[config.mk]
export PLATFORM = sky130hd
export DESIGN_NAME = hazard_ctrl
export DESIGN_NICKNAME = d
export VERILOG_FILES = /design/src/rtl/hazard_ctrl.sv
export SDC_FILE = /design/constraint.sdc
export NUM_CORES = 1
export LEC_CHECK = 0
export ABC_AREA = 1
export BUFFER_PORTS_ARGS = -buffer_cell sky130_fd_sc_hd__buf_2
export CORE_MARGIN = 5
export CORE_UTILIZATION = 41
export CTS_BUF_LIST = sky130_fd_sc_hd__clkbuf_4 sky130_fd_sc_hd__clkbuf_8
export DETAILED_ROUTE_END_ITERATION = 6
export PLACE_DENSITY = 0.8
export SYNTH_ARGS = -nofsm -noshare
export SYNTH_HDL_FRONTEND = slang
export SYNTH_SLANG_ARGS = --single-unit
export TNS_END_PERCENT = 30
[constraint.sdc]
create_clock -name clock -period 1.75 [get_ports clock]
set_clock_uncertainty 0.15 [all_clocks]
set_input_delay 0.35 -clock clock [delete_from_list [all_inputs] [get_ports clock]]
set_output_delay 0.35 -clock clock [all_outputs]
set_load 0.02 [all_outputs]
[src/rtl/hazard_ctrl.sv]
// Pipeline hazard controller: forwarding selects, load-use/branch/mult-div stalls and a mult/div busy FSM.
// Optional stall statistics counter built only when HAZARD_STATS_EN is defined.
module hazard_ctrl #(
   parameter int RA_W       = 5,
   parameter int MD_LATENCY = 8,
   parameter int CNT_W      = 32
) (
   input  logic             clock,
   input  logic             reset,
   input  logic [RA_W-1:0]  d_rs,
   input  logic [RA_W-1:0]  d_rt,
   input  logic             d_uses_rs,
   input  logic             d_uses_rt,
   input  logic             d_branch,
   input  logic             d_md_start,
   input  logic             d_md_read,
   input  logic             branch_taken,
   input  logic [RA_W-1:0]  e_rs,
   input  logic [RA_W-1:0]  e_rt,
   input  logic [RA_W-1:0]  e_wa,
   input  logic             e_rf_we,
   input  logic             e_mem_to_reg,
   input  logic [RA_W-1:0]  m_wa,
   input  logic             m_rf_we,
   input  logic             m_mem_to_reg,
   input  logic [RA_W-1:0]  w_wa,
   input  logic             w_rf_we,
   output logic             f_stall,
   output logic             d_stall,
   output logic             d_flush,
   output logic             e_flush,
   output logic [1:0]       fwd_a_e,
   output logic [1:0]       fwd_b_e,
   output logic             fwd_a_d,
   output logic             fwd_b_d,
   output logic             md_busy,
   output logic [CNT_W-1:0] stall_count
);

   localparam logic [0:0] S_IDLE  = 1'b0;
   localparam logic [0:0] S_BUSY  = 1'b1;
   localparam logic [7:0] MD_LOAD = 8'(MD_LATENCY - 1);

   logic [0:0] state_reg;
   logic [7:0] cnt_reg;
   logic       lu_stall;
   logic       br_stall;
   logic       md_stall;
   logic       stall;

   // Register 0 is hard-wired, so a write to it never creates a dependency.
   function automatic logic hit(input logic [RA_W-1:0] wa, input logic [RA_W-1:0] ra);
      return (wa != '0) && (wa == ra);
   endfunction

   function automatic logic [1:0] fwd_sel(input logic [RA_W-1:0] ra);
      if (m_rf_we && hit(m_wa, ra))
         return 2'b10;
      else if (w_rf_we && hit(w_wa, ra))
         return 2'b01;
      else
         return 2'b00;
   endfunction

   assign fwd_a_e = fwd_sel(e_rs);
   assign fwd_b_e = fwd_sel(e_rt);
   assign fwd_a_d = m_rf_we && hit(m_wa, d_rs);
   assign fwd_b_d = m_rf_we && hit(m_wa, d_rt);

   assign lu_stall = e_mem_to_reg &&
                     ((d_uses_rs && hit(e_wa, d_rs)) || (d_uses_rt && hit(e_wa, d_rt)));
   assign br_stall = d_branch &&
                     ((e_rf_we && (hit(e_wa, d_rs) || hit(e_wa, d_rt))) ||
                      (m_mem_to_reg && (hit(m_wa, d_rs) || hit(m_wa, d_rt))));
   assign md_stall = md_busy && (d_md_read || d_md_start);
   assign stall    = lu_stall | br_stall | md_stall;

   assign f_stall = stall;
   assign d_stall = stall;
   assign e_flush = stall;
   // A stalled branch re-resolves next cycle, so the flush waits for it.
   assign d_flush = branch_taken && !stall;

   assign md_busy = (state_reg == S_BUSY);

   always_ff @(posedge clock or posedge reset) begin
      if (reset) begin
         state_reg <= S_IDLE;
         cnt_reg   <= '0;
      end else begin
         case (state_reg)
            S_IDLE: begin
               if (d_md_start && !stall) begin
                  state_reg <= S_BUSY;
                  cnt_reg   <= MD_LOAD;
               end
            end
            default: begin
               if (cnt_reg == 8'd0)
                  state_reg <= S_IDLE;
               else
                  cnt_reg <= cnt_reg - 8'd1;
            end
         endcase
      end
   end

`ifdef HAZARD_STATS_EN
   logic [CNT_W-1:0] stall_count_reg;

   // Saturating: once all-ones the count stays pinned.
   always_ff @(posedge clock or posedge reset) begin
      if (reset)
         stall_count_reg <= '0;
      else if (stall && (stall_count_reg != '1))
         stall_count_reg <= stall_count_reg + CNT_W'(1);
   end

   assign stall_count = stall_count_reg;
`else
   assign stall_count = '0;
`endif

endmodule

==> results of run 1 <==
-- cells by family after synthesis --
logic type | synth area share (%)
flip-flops | 15.14
buffers and inverters | 26.32
other | 0.2521
adder cells (fa/ha/maj) | 0.8409
XOR/XNOR | 14.13
AO/OA/AOI/OAI | 10.85
AND/OR/NAND/NOR | 32.47
-- per-layer routing --
| layer | global-route usage, % | share of wire, % |
|---|---|---|
| met1 | 17.38 | 39 |
| met4 | 4.681 | 0.97 |
| met2 | 31.08 | 54 |
| met5 | 0 | 0 |
| met3 | 3.013 | 6.6 |
-- tightest hold or removal path: cells and delay by family, from the launching register on --
family           cells  cell delay (ps)
flip-flops           1              370
AND/OR/NAND/NOR      2              130
-- synth_stat cells --
cell type / instances / area share (%)
nor2_1: 24 / 6.1
nand2_4: 1 / 0.76
buf_4: 34 / 17
nand2_1: 67 / 17
xnor2_1: 10 / 5.9
conb_1: 1 / 0.25
o2111ai_1: 2 / 1.2
nor3_1: 4 / 1.3
o21ai_0: 7 / 2.4
inv_2: 1 / 0.25
a21boi_2: 1 / 0.76
a21oi_1: 5 / 1.7
ha_1: 1 / 0.84
a2111oi_0: 1 / 0.59
a221oi_1: 1 / 0.59
dfrtp_1: 9 / 15
nand2_2: 1 / 0.42
o31ai_4: 1 / 1.4
o22ai_1: 3 / 1.3
xor2_1: 14 / 8.2
nor4_1: 1 / 0.42
nand3_4: 1 / 1.2
nand3_1: 16 / 5.4
a211oi_1: 2 / 1.0
clkbuf_2: 1 / 0.34
buf_6: 1 / 0.76
inv_1: 31 / 7.8
-- cell type report --
class | instances | area, sq um | share of cell area, %
timing repair buffer | 86 | 606.8 | 28.02
tap | 46 | 57.56 | 2.657
multi-input combinational | 196 | 1126 | 51.99
inverter | 32 | 120.1 | 5.546
clock buffer | 4 | 30.03 | 1.386
sequential | 9 | 225.2 | 10.40
-- stage by stage --
step	hold WS, ps	power [mW]	utilization, %	instance area, sq um
after floorplan	27.92	1.188	-	1673
after global placement	179.9	1.455	55.57	1898
after detailed placement	183.1	1.484	55.57	1898
after CTS	347.8	1.739	60.29	2059
after global routing	413.3	2.137	63.41	2166
final	378.5	1.958	63.41	2166
-- worst paths after layout --
| check | startpoint | endpoint | slack (ps) |
|---|---|---|---|
| min in group asynchronous | reset | cnt_reg[7] | 440 |
| max in group asynchronous | reset | cnt_reg[5] | 750 |
| hold / removal | cnt_reg[1] | cnt_reg[1] | 380 |
| setup / recovery | cnt_reg[1] | cnt_reg[0] | -240 |
| setup reg to reg | cnt_reg[1] | cnt_reg[0] | -240 |
| hold reg to reg | cnt_reg[1] | cnt_reg[1] | 380 |
-- what timing repair did --
action	4_1_cts	5_1_grt
pin swaps	22	19
hold endpoints to repair	9	0
hold buffers	1	0
buffers inserted	1	4
resized for setup	36	21
cloned	0	1
endpoints found under the setup margin	19	19
-- power breakdown --
part / internal [mW] / switching, mW
combinational: 0.623 / 0.766
clock: 0.104 / 0.0765
sequential: 0.301 / 0.0879
total: 1.03 / 0.930
==> impl_results.md, run 1 <==
* Status: complete, but fails checks
* Failing checks: negative setup slack
* CTS clk-pin slew, worst paths at 60 ps
* Delay-heaviest family, CP: simple AND/OR/NAND/NOR gates
* Port Buffers at 58
* CTS Buffer Depth at 2
* P&R area growth vs syn at 45.58%
* Warnings from Yosys at 0
* Filler cells at about 310
* Initial DRC count at 75
* Static Leak at 1.202 nW
* Die H at 70.24 um
* Setup TNS at -3214 ps
* TritonCTS Sinks at 9
* #FFs+latches synth at 9
* CP max stage delay at 400 ps
* Seq/Total Area, Yosys at 15.14%
* GPL Wtd Cong at 0.8500
* Power per cell area at roughly 900 nW/um^2
* Worst VDD drop at 0.9275 mV
* Layout Cells excl Fill at 373
* WL/cell at 11.08 um
* Final ANT Viol Nets at 0
* Crit path depth at 11
* Post-DP HPWL at 3296 um
* First-pass DRT Iterations at 4
* Initial Utilization at 43.55%
* WS Path Type: flop to flop
* Largest net degree at the start of global routing at 10
* Final WL at 4133 um
* Die footprint at 4933 sq um
* Core region area at 3416 sq um
* Remaining routing DRC violations at 0
* Htree depth at 1
* Final worst setup slack at -244.3 ps
* Placed insts at 362
* Fin crit period at 1994 ps
* Routed via count at 1,670
* Most common cell after layout, fill and taps aside: nand2_1
* Dpl ws at -317.9 ps
* Setup crit start kind: flop
* GRT overflow at 0
* I/O Pins at 91
* CTS tree: done
* WP data arrival at 2000 ps
* CTS buffer count at 3
* HP Class: flop to flop
* Root Buffer: clkbuf_4
* Buf/Inv on CP at 2
* Hold Crit Depth at 2
* RSZ-0062 raised after global routing: yes
* Worst path slowest cell: o31ai_4
* Synth Cell Area at 1488 sq um
* Clk_lat worst skew at 270 ps
* Critical path, cell by cell: inv_2 > ha_4 > nand2_2 > nor2_2 > inv_1 > nor2_2 > nand2_2 > o31ai_4 > nand2_2 > nand2_1 > nand2_1
* Max FFs per register at 8
* Via density at roughly 4.5
* Slew Limit Fails at 0
* Fin crit share at 114.0%
* Syn Area/Cell at 6.173 sq um
* Vias in the first global route at 1,620
* Reg2reg path depth at 11
* Tot GR Track Use at 16.08%
* Die W at 70.24 um
* Antenna diodes at 0
* Final hold vios at 0
* Yosys cell types at 27
* Most used cell, CP: nand2_2
* CP Capture Type: flop
* Most frequent cells in the layout: 61 x nand2_1, 42 x buf_2, 32 x conb_1
* Max-cap viol count at 0
* Initial antenna violation count at 0
* CP Max Fanout at 4
* Row cnt at 21
* Data required, critical path at between 1500 and 2000 ps
* Nets at around 380
* # setup viols final at 18
* Cells after Synth at between 200 and 250
* Fmax at 0.5014 GHz
* Global-route wire length before repair at 6679 um
* Layout cells sized above 1 at 37.61%
Note: power is estimated with default switching activity, not from simulation.
==> run 2: changes to the inputs <==
- PLACE_DENSITY: 0.8 -> 0.78
- REMOVE_ABC_BUFFERS: unset -> 1
==> run 2 against run 1 <==
- the run still ends with negative setup slack left
- die area stayed put
- sequential power down 3%
- largest power group unchanged
- sequential cell count did not move
- hold slack got worse by 6.0 ps
- setup slack lost 22 ps
- clock-buffer cell count unchanged
==> impl_results.md, run 2 (synthesis gave the netlist of run 1 again) <==
* Worst VDD drop at 0.6818 mV
* GRT overflow at 0
* Root Buffer: clkbuf_4
* WL/cell at approximately 12 um
* TritonCTS Sinks at 9
* Most used cell, CP: nand2_1
* Remaining routing DRC violations at 0
* Post-DP HPWL at 3275 um
* Tot GR Track Use at 16.72%
* Setup TNS at -2852 ps
* Final hold vios at 0
* Initial antenna violation count at 0
* Register Area at between 200 and 250 sq um
* Vias in the first global route at approximately 1,600
* Fin crit period at around 2000 ps
* Static Leak at roughly 1.3 nW
* Failing checks: negative setup slack
* Max FFs per register at 8
* Initial DRC count at 105
* Hold_ws at 372.5 ps
* P&R area growth vs syn at 52.14%
* Multi-input logic area at 1164 sq um
* Routed via count at 1,705
* Status: complete, but fails checks
* Largest net degree at the start of global routing at 10
* Antenna diodes at 0
* Power per cell area at 835.2 nW/um^2
* CP Max Fanout at 4
* Final WL at 4637 um
* Layout Cell Area excl Fill at 2263 sq um
* Htree depth at 1
* Row cnt at 21
* # setup viols final at 19
* Final worst setup slack at -266.3 ps
* Final ANT Viol Nets at 0
* CTS buffer count at 3
* Nets at 380
* Global-route wire length before repair at roughly 6900 um
* Layout cells sized above 1 at 41.21%
* Core region area at around 3400 sq um
* CP Capture Type: output pin
* Data required, critical path at about 1300 ps
* RSZ-0062 raised after global routing: yes
* GPL Wtd Cong at 0.8404
* Dpl cell area at 1868 sq um
* Fin crit share at 115.2%
* Filler cells at slightly below 300
* Overall power at 1.890 mW
* CTS tree: done
* Die H at 70.24 um
* Most frequent cells in the layout: 63 x nand2_1, 40 x buf_2, 34 x buf_4
* Critical path, cell by cell: buf_8 > nor2_4 > nand2_1 > nor2_2 > nor2_2 > nand2_1 > nand2_1 > nand2_1 > nand2_1 > nand2_2 > nand2_4 > nor2_4 > buf_6
* Clk_lat worst skew at about 270 ps
* Die footprint at 4933 sq um
* CP max stage delay at 160 ps
* WP data arrival at 1520 ps
* CTS clk-pin slew, worst paths at about 60 ps
* Die W at about 70 um
* CTS Buffer Depth at 2
* Port Buffers at 58
* I/O Pins at 91
* Via density at about 4.5
* Worst path slowest cell: nor2_2
* First-pass DRT Iterations at 4
* HP Class: primary input to flop
* Max-cap viol count at 0
* Slew Limit Fails at 0
* Fmax at 0.4960 GHz
* WS Path Type: primary input to output pin
* Setup crit start kind: primary input
* Buf/Inv on CP at 2
* Most common cell after layout, fill and taps aside: nand2_1
* Initial Utilization at 43.55%
* Delay-heaviest family, CP: simple AND/OR/NAND/NOR gates
==> run 2: cell types whose count changed in the layout (fill, tap and decap cells not counted), moves of 2 or more <==
cell / change
inv_2: +5
inv_1: -5
nand2_2: -3
nor2_4: +2
buf_12: +2
nor2_1: -4
xnor2_1: -5
nand2_1: +2
buf_2: -2
xnor2_2: +5
buf_4: +4
nor2_2: +2
==> run 2: repair_timing <==
item / CTS / global route
gates resized for setup: 48 / 41
pin swaps: 13 / 27
setup buffers: 1 / 5
hold endpoints to repair: 9 / 0
setup endpoints to repair: 19 / 19
hold buffers: 1 / 0
==> run 2: metrics by stage <==
| stage | setup WS (ps) | instances | utilization, % |
|---|---|---|---|
| after floorplan | -871.0 | 236 | - |
| after global placement | -285.0 | 365 | 54.69 |
| after detailed placement | -324.0 | 365 | 54.69 |
| after CTS | -258.5 | 371 | 60.51 |
| after global routing | -359.2 | 376 | 66.26 |
| final | -266.3 | 376 | 66.26 |
==> run 2: layer usage <==
metal	part of all wire, %	track usage [%]	vias up
met5	0	0	-
met4	1.1	4.468	0
met3	6.3	2.152	6
met2	54	30.46	71
met1	39	20.35	762
li1	-	-	866
==> run 2: worst paths after layout <==
| check | start | end | slack, ps | cells past startpoint |
|---|---|---|---|---|
| worst max-delay path | e_wa[0] | d_flush | -270 | 13 |
| worst min-delay path | e_mem_to_reg | md_busy | 370 | 4 |
| worst max register to register | cnt_reg[1] | cnt_reg[6] | -160 | 11 |
| worst min register to register | cnt_reg[2] | cnt_reg[2] | 380 | 2 |
| max in group asynchronous | reset | cnt_reg[2] | 760 | 3 |
| min in group asynchronous | reset | cnt_reg[7] | 440 | 3 |
==> run 2: cell type report <==
| type | instances | share of cell area [%] |
|---|---|---|
| Clock buffer | 4 | 1.327 |
| Inverter | 32 | 5.307 |
| Tap cell | 46 | 2.543 |
| Timing Repair Buffer | 90 | 29.46 |
| Sequential cell | 9 | 9.950 |
| Multi-Input combinational cell | 195 | 51.41 |
==> run 2: worst min-delay path, delay by kind of cell <==
family,cells,cell delay [ps]
AND/OR/NAND/NOR,2,220
buffers and inverters,1,100
AO/OA/AOI/OAI,1,70
==> run 2: power breakdown <==
group          internal, mW  switching (mW)
sequential            0.301          0.0770
clock                 0.104          0.0839
combinational         0.591           0.733
